File: config.mk
export PLATFORM = sky130hd
export DESIGN_NAME = switch_allocator
export DESIGN_NICKNAME = d
export VERILOG_FILES = /design/src/rtl/switch_allocator.sv
export SDC_FILE = /design/constraint.sdc
export NUM_CORES = 1
export LEC_CHECK = 0
export ABC_AREA = 1
export BUFFER_PORTS_ARGS = -buffer_cell sky130_fd_sc_hd__buf_2
export CAP_MARGIN = 0
export CORE_AREA = 8 8 161 163
export DETAILED_ROUTE_END_ITERATION = 6
export DIE_AREA = 0 0 169 171
export HOLD_SLACK_MARGIN = 0.05
export SLEW_MARGIN = 20
export SYNTH_ARGS = -nofsm -noshare
export SYNTH_HDL_FRONTEND = slang
export SYNTH_SLANG_ARGS = --single-unit
File: constraint.sdc
create_clock -name clk -period 4.15 [get_ports clk]
set_input_delay 0.83 -clock clk [delete_from_list [all_inputs] [get_ports clk]]
set_output_delay 0.83 -clock clk [all_outputs]
set_load 0.005 [all_outputs]
File: src/rtl/switch_allocator.sv
// Zero-cycle separable switch allocator: one round-robin arbiter per output port,
// held by the packet owner from head flit to tail flit (wormhole locking).
module switch_allocator #(
   parameter int NUM_INPORTS  = 5,
   parameter int NUM_OUTPORTS = 5,
   parameter int NUM_VCS      = 2,
   localparam int IW = (NUM_INPORTS  > 1) ? $clog2(NUM_INPORTS)  : 1,
   localparam int OW = (NUM_OUTPORTS > 1) ? $clog2(NUM_OUTPORTS) : 1,
   localparam int VW = (NUM_VCS      > 1) ? $clog2(NUM_VCS)      : 1
) (
   input  logic                                   clk,
   input  logic                                   rst,
   input  logic [NUM_INPORTS-1:0]                 req_valid,
   input  logic [NUM_INPORTS-1:0][OW-1:0]         req_outport,
   input  logic [NUM_INPORTS-1:0][VW-1:0]         req_vc,
   input  logic [NUM_INPORTS-1:0]                 req_tail,
   input  logic [NUM_OUTPORTS-1:0][NUM_VCS-1:0]   buffer_available,
   output logic [NUM_INPORTS-1:0]                 grant,
   output logic [NUM_OUTPORTS-1:0]                xbar_valid,
   output logic [NUM_OUTPORTS-1:0][IW-1:0]        xbar_sel,
   output logic [NUM_OUTPORTS-1:0][NUM_VCS-1:0]   packet_sent
);

   logic [NUM_OUTPORTS-1:0]                  locked_q, locked_d;
   logic [NUM_OUTPORTS-1:0][IW-1:0]          owner_q, owner_d;
   logic [NUM_OUTPORTS-1:0][IW-1:0]          ptr_q, ptr_d;

   logic [NUM_OUTPORTS-1:0][NUM_INPORTS-1:0] elig;
   logic [NUM_OUTPORTS-1:0]                  win_valid;
   logic [NUM_OUTPORTS-1:0][IW-1:0]          win_idx;

   // Out-of-range outport or VC codes never match, so they can neither win nor move state.
   always_comb begin
      elig = '0;
      for (int o = 0; o < NUM_OUTPORTS; o++) begin
         for (int i = 0; i < NUM_INPORTS; i++) begin
            if (req_valid[i] && (req_outport[i] == OW'(o)) &&
                ({1'b0, req_vc[i]} < (VW+1)'(NUM_VCS))) begin
               elig[o][i] = buffer_available[o][req_vc[i]];
            end
         end
      end
   end

   // Scan from the far end back toward ptr so the candidate closest to ptr is written last.
   always_comb begin
      int idx;
      idx       = 0;
      win_valid = '0;
      win_idx   = '0;
      for (int o = 0; o < NUM_OUTPORTS; o++) begin
         if (locked_q[o]) begin
            win_idx[o]   = owner_q[o];
            win_valid[o] = elig[o][owner_q[o]];
         end else begin
            for (int k = NUM_INPORTS - 1; k >= 0; k--) begin
               idx = int'(ptr_q[o]) + k;
               if (idx >= NUM_INPORTS) idx = idx - NUM_INPORTS;
               if (elig[o][idx]) begin
                  win_valid[o] = 1'b1;
                  win_idx[o]   = IW'(idx);
               end
            end
         end
      end
   end

   always_comb begin
      grant       = '0;
      xbar_valid  = '0;
      xbar_sel    = '0;
      packet_sent = '0;
      if (!rst) begin
         for (int o = 0; o < NUM_OUTPORTS; o++) begin
            if (win_valid[o]) begin
               xbar_valid[o]                         = 1'b1;
               xbar_sel[o]                           = win_idx[o];
               grant[win_idx[o]]                     = 1'b1;
               packet_sent[o][req_vc[win_idx[o]]]    = 1'b1;
            end
         end
      end
   end

   // The pointer only advances past a winner once its whole packet has gone.
   always_comb begin
      locked_d = locked_q;
      owner_d  = owner_q;
      ptr_d    = ptr_q;
      for (int o = 0; o < NUM_OUTPORTS; o++) begin
         if (win_valid[o]) begin
            if (req_tail[win_idx[o]]) begin
               locked_d[o] = 1'b0;
               ptr_d[o]    = (int'(win_idx[o]) == NUM_INPORTS - 1) ? '0 : win_idx[o] + 1'b1;
            end else if (!locked_q[o]) begin
               locked_d[o] = 1'b1;
               owner_d[o]  = win_idx[o];
            end
         end
      end
   end

   always_ff @(posedge clk) begin
      if (rst) begin
         locked_q <= '0;
         owner_q  <= '0;
         ptr_q    <= '0;
      end else begin
         locked_q <= locked_d;
         owner_q  <= owner_d;
         ptr_q    <= ptr_d;
      end
   end

endmodule

==> run summary <==
Area Growth Syn to Fin: 46.9%
critical path's largest stage delay: 0.36 ns
highest clock rate: 243 MHz
layout cells sized above 1: 41.2%
post-synth top area share: 21.2%
worst setup path category: flip-flop to output port
multiplexer share of the synthesized area: 0%
most frequent CP cell: nand2_1
Slew headroom: 61.3%
Final Skew: 0.00937 ns
Reg clk slew, reported paths: 0.06 ns
Rows: 56
gp weighted congestion: 0.953
Crit Path Max Fanout: 6
CTS sink count: 35
xor-xnor portion of the synthesized cell area: 3.53%
EDFF count, synth: 0
Post-synth top cells: 516 x nand2_1, 200 x inv_1, 183 x nand3_1, 149 x nor2_1, 77 x ha_1
CTS Hold Buffers Added: 0
DR vias/cell: 5.21
H-tree depth: 2
area occupied by multi-input gates: 9170 um2
first-pass GRT wire length: 50500 um
WP buf/inv: 5
Final TNS setup: 0 ns
CP top delay family: simple AND/OR/NAND/NOR gates
chip width: 169 um
kind of end point of the critical path: output port
Hold Fails Final Rpt: 0
WL/cell: 15.5 um
complex-gate fraction of the synthesized area: 12.9%
insertion delay to the later sink of the worst-skew pair: 0.30 ns
drt pass-1 iters: 5
Starting Density: 39.3%
vias: 11529
Reg2Reg Setup Slack: 0.88 ns
Main synth FF type: dfxtp_1
Core Region: 23300 um2
Critical Path AT: 3.29 ns
total track usage: 21.4%
Synth area leaders: nand2_1 21%, ha_1 11%, nand3_1 10%
Mean Syn Cell Area: 5.63 um2
final wirelength: 34300 um
Inserted Clock Buffers: 5
grt total ovfl: 0
metal2 WL: 16300 um
Remaining DRCs: 0
main combinational cell family by area after synthesis: simple AND/OR/NAND/NOR gates
die area: 28900 um2
Setup violations, final: 0
wl on met1: 15000 um
CP max-delay cell: dfxtp_2
post-synth net total: 1741
height of the die: 171 um
simple-gate share of the synthesized area: 54.3%
RSZ-0062 raised after global routing: yes
crit share post-route: 99.3%
top layer used by detailed routing: met4
worst reg-to-reg path cell count: 27
reg2reg end: ptr_q[5]
actual slew at the worst max-slew pin: 0.580 ns
Sequential Area: 737 um2
hold_sp: owner_q[4]
clock root buffer: clkbuf_16
DP HPWL: 25700 um
fillcell total: 2290
vias in the first global route: 10213
fin. max-slew vios: 0
I/O pin cnt: 77
Iter 0 DRT Violations: 875
most numerous cell in the Yosys netlist: nand2_1
DRT antenna net count: 0
antenna violations before repair: 2
synth unique cells: 57
Synth area leader: nand2_1
Layout Nets: 2007
sequential fraction of the synthesis area: 7.67%
crit start category: flip-flop
Cells after Synth: 1622
Worst EP required: 3.32 ns
largest net degree at the start of global routing: 22
synthesized flop and latch total: 35
Hold Path Sink: owner_q[4]
Critical Path, Cell by Cell: clkinv_4, ha_4, nand2_4, o21ai_4, a21oi_2, xnor2_2, buf_4, nand2_1, nand2_1, nand2_1, nand2_1, nand2_1, nand2_2, nand3_2, nand2_4, nand2_4, buf_6, o22ai_2, nand2_1, nand3_2, nand2_1, inv_1, buf_2
min cycle time layout: 4.12 ns
Max Buffers Root-to-Sink: 2
Hold WC Path Type: flip-flop to flip-flop
Max Cap Violations: 0
hold path cells: 2
Synth Cell Area: 9140 um2
R2R Path Start: ptr_q[3]
CTS tree: done
Async S/R FF share, synth: 0%
routed wl met3: 1780 um
Post-Synth Adder-Cell Area: 10.5%
Port Buffers: 76
yosys warns: 0
outcome: completed
## sequential cells by signal, indices dropped and copies added (netlist names)
register	cells
owner_q	15
ptr_q	15
locked_q	5
## tightest hold or removal path, delay by kind of cell, from the launching register on
family,cells,cell delay [ns]
flip-flops,1,0.32
AND/OR/NAND/NOR,2,0.15
## per-layer routing
metal / global-route usage (%) / vias to the layer above
li1: - / 5762
met1: 27.4 / 5331
met2: 36.2 / 351
met3: 2.77 / 85
met4: 7.39 / 0
met5: 0 / -
## placed cells by master (no fill, tap or decap), types with 10 or more instances in the layout
master and n:
buf_6 17, a21oi_1 36, nand2_4 45, nand4_1 38
inv_1 167, o211ai_1 11, nor2_4 28, nand3_2 51
ha_1 37, nand3_4 13, ha_2 11, xor2_4 10
nand3_1 146, o21ai_0 35, dfxtp_1 20, nand2_2 111
nor2_2 27, o21ai_2 24, ha_4 29, buf_2 72
nand2_1 428, a21oi_2 12, buf_4 179, nor2_1 115
inv_2 47, o21ai_1 37
## repair_timing
| item | 4_1_cts | 5_1_grt |
|---|---|---|
| setup endpoints to repair | 17 | 24 |
| pin swaps | 15 | 129 |
| setup buffers | 6 | 59 |
| resized for setup | 74 | 430 |
## cell families after synthesis
group	after synthesis
AOI/OAI and AO/OA	198
xor gates and xnor gates	27
adders and majority gates	77
buffers and inverters	250
DFF	35
and+or+nand+nor	1035
## worst max path at each step
stage	cells past startpoint	slack (ns)	end	start
3_3_place_gp	23	-0.27	grant[1]	req_vc[1]
2_1_floorplan	23	0.49	grant[4]	ptr_q[9]
3_5_place_dp	23	-0.19	grant[1]	req_vc[1]
6_report	23	0.03	packet_sent[4]	ptr_q[7]
5_1_grt	23	-0.15	packet_sent[4]	ptr_q[7]
4_1_cts	25	-0.02	grant[2]	ptr_q[7]
## metrics by stage
step / hold WS (ns) / cells / worst slack [ns] / utilization (%) / cell area, um2
after floorplan: 0.478 / 1622 / 0.485 / - / 9140
after detailed placement: 0.501 / 2136 / -0.192 / 46.5 / 10800
final: 0.508 / 2211 / 0.0293 / 57.7 / 13400
after CTS: 0.509 / 2150 / -0.0230 / 48.7 / 11300
after global placement: 0.496 / 2136 / -0.273 / 46.5 / 10800
after global routing: 0.535 / 2210 / -0.148 / 57.7 / 13400
## final cells by class
| type | count | share of cell area [%] |
|---|---|---|
| Timing Repair Buffer | 277 | 15.1 |
| Sequential cell | 35 | 5.49 |
| Clock buffer | 8 | 1.17 |
| Antenna cell | 3 | 0.0559 |
| Multi-Input combinational cell | 1337 | 68.3 |
| Inverter | 232 | 6.95 |
| Tap cell | 319 | 2.97 |
Power is not shown: default switching activity piles up to over one toggle a cycle in this logic, so the estimate is an artifact.
